$ cat src/rtl/masked_event_counter.sv
// rtl/masked_event_counter.sv - per-channel masked event counter with overflow flags and hit strobe
module masked_event_counter #(
  parameter int NCH  = 4,
  parameter int CW   = 8,
  parameter int SAT  = 0,
  parameter int EDGE = 0
) (
  input  logic              clk,
  input  logic              rst_n,
  input  logic [NCH-1:0]    data,
  input  logic              en,
  input  logic              clr,
  input  logic              mask_wr,
  input  logic [NCH-1:0]    mask_din,
  output logic [NCH*CW-1:0] count,
  output logic [NCH-1:0]    ovf,
  output logic              any_hit
);

  logic [NCH-1:0]         mask_q;
  logic [NCH-1:0]         data_q;
  logic [NCH-1:0]         ev;
  logic [NCH-1:0]         q;
  logic [NCH-1:0][CW-1:0] cnt_q;
  logic [NCH-1:0][CW-1:0] cnt_d;
  logic [NCH-1:0][CW:0]   sum;
  logic [NCH-1:0]         ovf_q;
  logic [NCH-1:0]         ovf_d;
  logic                   hit_q;
  logic                   hit_d;

  // Edge mode only counts a low-to-high transition against last cycle's sample.
  always_comb begin
    if (EDGE != 0) begin
      ev = data & ~data_q;
    end else begin
      ev = data;
    end
    q = {NCH{en}} & mask_q & ev;
  end

  // The extra adder bit is the all-ones detect; it never reaches a register.
  always_comb begin
    cnt_d = cnt_q;
    ovf_d = ovf_q;
    sum   = '0;
    hit_d = 1'b0;
    for (int i = 0; i < NCH; i++) begin
      sum[i] = {1'b0, cnt_q[i]} + {{CW{1'b0}}, 1'b1};
      if (clr) begin
        cnt_d[i] = '0;
        ovf_d[i] = 1'b0;
      end else if (q[i]) begin
        if (!sum[i][CW]) begin
          cnt_d[i] = sum[i][CW-1:0];
        end else begin
          ovf_d[i] = 1'b1;
          if (SAT == 0) begin
            cnt_d[i] = sum[i][CW-1:0];
          end
        end
      end
    end
    if (!clr) begin
      hit_d = |q;
    end
  end

  always_ff @(posedge clk or negedge rst_n) begin
    if (!rst_n) begin
      mask_q <= '1;
      data_q <= '0;
      cnt_q  <= '0;
      ovf_q  <= '0;
      hit_q  <= 1'b0;
    end else begin
      data_q <= data;
      cnt_q  <= cnt_d;
      ovf_q  <= ovf_d;
      hit_q  <= hit_d;
      if (mask_wr) begin
        mask_q <= mask_din;
      end
    end
  end

  assign count   = cnt_q;
  assign ovf     = ovf_q;
  assign any_hit = hit_q;

endmodule

$ cat config.mk
export PLATFORM = sky130hd
export DESIGN_NAME = masked_event_counter
export DESIGN_NICKNAME = d
export VERILOG_FILES = /design/src/rtl/masked_event_counter.sv
export SDC_FILE = /design/constraint.sdc
export NUM_CORES = 1
export LEC_CHECK = 0
export CAP_MARGIN = 25
export CORE_UTILIZATION = 49
export CTS_CLUSTER_DIAMETER = 50
export CTS_CLUSTER_SIZE = 40
export DETAILED_ROUTE_END_ITERATION = 8
export PLACE_DENSITY_LB_ADDON = 0.12
export SYNTH_ARGS = -nofsm -noshare
export SYNTH_HDL_FRONTEND = slang
export SYNTH_SLANG_ARGS = --single-unit
$ cat constraint.sdc
create_clock -name clk -period 1.8 [get_ports clk]
set_clock_uncertainty 0.1 [all_clocks]
set_input_delay 0.36 -clock clk [delete_from_list [all_inputs] [get_ports clk]]
set_output_delay 0.36 -clock clk [all_outputs]
set_load 0.02 [all_outputs]
==> out/metrics.cfg, run 1 <==
[run_status]
outcome=complete, no violations

[sta]
max_freq_mhz=578
fin_crit_ns=1.73
period_share_pct=96.1
slew_violations=0
worst_slew_pin_slew_ns=0.443
holdWs_ns=0.426
hold_violations=0
maxSlewHeadroom_pct=70.5
rsz0062_at_grt=false
setup_viol=0
tns_ns=0

[synthesis]
yosys.area_share.adder_pct=2.48
syn_nets=205
yosysSeqAreaShare_pct=51.1
synth-seq-cells=41
syn-cell-area_mm2=0.00202
yosysTopAreaCell=dfrtp_1
synth_top_area_share_pct=45.9
synth.area.top_cells=dfrtp_1 (46%), dfstp_2 (5.2%), a21oi_1 (4.7%), or4_1 (3.7%), nand3_4 (3.5%)
ys_types=30
synth_top_family_by_area=simple AND/OR/NAND/NOR gates
synthXorXnorAreaFrac_pct=2.61
synth.mux.area_fraction_pct=5.34
synthSimpleGateAreaFrac_pct=23.8
synth-compound-area-share_pct=12.5
synth.avg_cell_area_um2=10.7
syn_inst=188
yosysWarnings=0

[global_routing]
grt_pass1_vias=1807
grt_overflow=0
antenna_found_initial=0
grt_max_degree=25
grtUsageTotal_pct=25.4
grt_pass1_wl_um=8310

[cells_and_area]
drive_gt1_share_pct=18.1
final_common_cell=dfrtp_1
fillers=263
nets=275
multiInputGateArea_um2=943
final_area_mm2=0.00283
final-seq-area_mm2=0.00103
area_growth_pct=40.4
diodes=0
finalNonFillerCells=307
layout_common_cells=dfrtp_1 (37), dlygate4sd2_1 (23), a21oi_1 (19), clkdlybuf4s50_1 (17), buf_4 (16)

[worst_setup_path]
critPathLaunchType=flip-flop
cp_cell_sequence=clkdlybuf4s50_1
required_ns=1.34
worstSetupPathDepth=1
path_buf_inv=1
setup.worst_path.start=count[14]
endpoint=count[14]
reg2reg_depth=4
cp_slowest_cell=clkdlybuf4s50_1
reg2reg_to=count[30]
end_kind=output pin
reg2reg_slack_ns=0.15
arrival_ns=1.27
path_max_fanout=4
cp_top_family=buffers and inverters
critical_path_class=reg -> out
rr_startpoint=count[24]
critPathMaxStageDelay_ns=0.61

[power]
p_leak_nw=1.40
ir_drop_uv=476
finalPower_mw=2.02
power_density_mw_per_mm2=715

[placement]
place.gp.congestion=0.773
io_buffers=49
place_area_mm2=0.00270
dp.final_hpwl_um=3450
placed_cells=298

[die]
die_x_um=66.1
start_util_pct=53.1
num_rows=22
core_mm2=0.00380
fp.dieH_um=66.1
io_pins=50
die_area_mm2=0.00437

[drt]
vias_per_cell=6.00
routed_wl_um=4830
drt-initial-drc-count=179
via_count=1843
drc_errors=0
final_antenna_net_count=0
first_pass_iters=4
wl_per_cell_um=15.7

[clock_tree]
clk_pin_slew_worst_paths_ns=0.08
clock_latency_ns=0.30
cts_tree=built
clock-sinks=41
htree_levels=2
cts_buffers=5
clock-root-buffer=clkbuf_8
clockBufferDepth=2

[min_path]
min_path_type=reg -> reg

[job]
drv_cap=0

power by group:
group / internal, mW / total (mW) / switching [mW]
Sequential: 0.946 / 0.970 / 0.0235
Combinational: 0.0870 / 0.180 / 0.0926
Clock: 0.551 / 0.873 / 0.322
Total: 1.58 / 2.02 / 0.438
cells in the mapped netlist (all sizes together):
cell / number
buf: 4
nand4: 9
dfstp: 4
a21oi: 19
nor2: 13
xnor2: 2
or4: 10
or3: 8
nor2b: 3
clkbuf: 1
nand3: 10
mux2: 6
dfrtp: 37
o21ai: 9
xor2: 4
a41oi: 2
o31ai: 9
and4: 6
mux2i: 4
nand2: 14
nand3b: 2
inv: 4
ha: 4
o21ba: 1
nor3: 1
o32ai: 2
how the worst min path moves through the flow:
stage / startpoint / endpoint / depth (start not counted)
global route: ovf[3] / ovf[3] / 1
detailed placement: rst_n / count[27] / 1
floorplan: rst_n / any_hit / 0
global placement: rst_n / count[27] / 1
finish: ovf[3] / ovf[3] / 1
CTS: rst_n / count[27] / 2
state kept, by name, indices dropped and copies added, names as in the netlist:
| register | count |
|---|---|
| ovf | 4 |
| mask_q | 4 |
| any_hit | 1 |
| count | 32 |
layer usage:
layer | vias up | GRT usage, % | routed length [µm]
li1 | 856 | - | -
met1 | 914 | 31.5 | 1990
met2 | 65 | 44.0 | 2520
met3 | 8 | 6.03 | 268
met4 | 0 | 6.91 | 57
met5 | - | 0 | 0
area by class of cell:
| cell class | count | share of cell area [%] |
|---|---|---|
| repair buffers | 68 | 22.9 |
| clock buffers | 5 | 2.43 |
| multi-input cells | 138 | 33.3 |
| inverters | 4 | 0.531 |
| clock inverters | 3 | 2.30 |
| flip-flops and latches | 41 | 36.4 |
| well taps | 48 | 2.12 |
cells by family after synthesis:
logic type | after synthesis
AOI/OAI and AO/OA | 42
xor gates and xnor gates | 6
adders and majority gates | 4
buffers and inverters | 9
DFF | 41
muxes | 10
and+or+nand+nor | 76
per-stage QoR:
stage                     utilization [%]  worst slack (ns)
after floorplan                         -             0.178
after global placement               70.9            -0.162
after detailed placement             70.9            -0.224
after CTS                            74.0           0.00104
after global routing                 74.5           0.00306
final                                74.5            0.0695
timing repair:
action / in CTS / in global routing
endpoints found under the setup margin: 23 / 8
hold buffers: 1 / 0
resized for setup: 23 / 8
endpoints found under the hold margin: 15 / 0
pin swaps: 0 / 0
setup buffers: 0 / 0
No activity file was read; power rests on OpenSTA's default activity.
==> run 2: changes to the inputs <==
==> constraint.sdc (replaced) <==
create_clock -name clk -period 1.8 [get_ports clk]
set_clock_uncertainty 0.1 [all_clocks]
set_input_delay 0.18 -clock clk [delete_from_list [all_inputs] [get_ports clk]]
set_output_delay 0.18 -clock clk [all_outputs]
set_load 0.02 [all_outputs]
==> out/metrics.cfg, run 2 (same netlist as run 1, synthesis figures left out) <==
[clock_tree]
clock-sinks=41
htree_levels=2
cts_buffers=5
cts_tree=built
clockBufferDepth=2
cts_resized=0
clock_latency_ns=0.30
clk_pin_slew_worst_paths_ns=0.08
cts_setup_buffers=0
clock-root-buffer=clkbuf_8

[worst_setup_path]
path_max_fanout=6
cp_cell_sequence=clkdlybuf4s50_1
cp_top_family=buffers and inverters
reg2reg_slack_ns=0.15
critPathMaxStageDelay_ns=0.66
required_ns=1.52
arrival_ns=1.42
critical_path_class=reg -> out
critPathLaunchType=flip-flop
reg2reg_depth=4
path_buf_inv=1
reg2reg_to=count[30]
end_kind=output pin
rr_startpoint=count[24]
cp_slowest_cell=clkdlybuf4s50_1

[power]
p_int_mw=1.44
p_clk_share_pct=38.7
switching_share_pct=22.9
p_leak_nw=1.10
power_switching_uw=428
power_density_mw_per_mm2=676
combPwrFrac_pct=9.4
ir_drop_uv=677
p_seq_share_pct=51.9
finalPower_mw=1.87

[die]
num_rows=22
fp.dieH_um=66.1
die_area_mm2=0.00437
die_x_um=66.1
start_util_pct=53.1
io_pins=50
core_mm2=0.00380

[drt]
routed_wl_um=4940
wl_per_cell_um=16.2
final_antenna_net_count=0
drt-initial-drc-count=112
vias_per_cell=6.01
first_pass_iters=4
drc_errors=0
via_count=1828

[cells_and_area]
area_growth_pct=37.2
final_common_cell=clkdlybuf4s50_1
largest_reg_flops=32
fillers=264
diodes=0
nets=272
layout_common_cells=clkdlybuf4s50_1 (48), dfrtp_1 (37), a21oi_1 (19), buf_4 (15), nand2_1 (14)
drive_gt1_share_pct=16.8
finalNonFillerCells=304

[global_routing]
antenna_found_initial=0
grt_pass1_vias=1819
grt_overflow=0
grt_max_degree=42
grt_pass1_wl_um=8200
grtUsageTotal_pct=25.4

[sta]
fin_crit_ns=1.70
period_share_pct=94.6
slew_violations=0
setup_viol=0
hold_violations=0
worst_slew_pin_slew_ns=0.533
maxSlewHeadroom_pct=64.5
rsz0062_at_grt=false
tns_ns=0
max_freq_mhz=587

[placement]
place.gp.congestion=0.776
dp.final_hpwl_um=3420
io_buffers=49
placed_cells=295

[run_status]
outcome=complete, no violations

[job]
drv_cap=0

[min_path]
min_path_type=in -> async

run 2: changes by cell type in the layout (fill, tap and decap cells not counted), sizes merged:
cell / previous run / this run
clkdlybuf4s50: 17 / 48
dlygate4sd2: 23 / 0
dlymetal6s2s: 8 / 0
buf: 19 / 16
bufinv: 2 / 1
clkbuf: 5 / 6
run 2: worst max path at each step:
stage,end,cells past startpoint,startpoint,slack [ns]
final,count[10],1,count[10],0.1
after global routing,count[30],4,count[24],0.02
after CTS,count[10],1,count[10],0.09
after detailed placement,count[5],5,en,-0.04
after global placement,count[6],5,en,0.02
after floorplan,count[30],4,count[24],0.18
run 2: power groups by stage:
stage	sequential [mW]	clock (mW)	combinational, mW
2_1_floorplan	0.996	0	0.0595
3_3_place_gp	0.986	0	0.168
3_5_place_dp	0.988	0	0.175
4_1_cts	0.970	0.741	0.178
5_1_grt	0.974	0.782	0.192
6_report	0.970	0.724	0.176
run 2: layout make-up:
class                      count  area, µm²  area share, %
tap                           48       60.1           2.17
clock inverter                 2       35.0           1.27
timing repair buffer          65        608           22.0
sequential                    41       1030           37.3
multi-input combinational    138        943           34.1
clock buffer                   6       72.6           2.62
inverter                       4       15.0          0.543
run 2: through the flow:
stage               setup WS (ns)  utilization, %  cell area [µm²]  hold WS (ns)
finish                     0.0964            72.8             2770         0.386
global route               0.0172            72.8             2770         0.415
CTS                        0.0925            72.8             2770         0.392
detailed placement        -0.0422            69.7             2650         0.175
global placement           0.0176            69.7             2650         0.163
floorplan                   0.178               -             2020        -0.216
run 2: per-layer routing:
metal	share of wire, %	wire [µm]	vias up	GRT usage [%]
li1	-	-	838	-
met1	40	1980	904	29.3
met2	51	2520	71	43.5
met3	6.0	296	15	6.03
met4	2.8	137	0	13.3
met5	0	0	-	0
run 2: timing repair:
item / 4_1_cts / 5_1_grt
hold buffers: 1 / 0
setup endpoints to repair: 0 / 0
endpoints found under the hold margin: 37 / 0
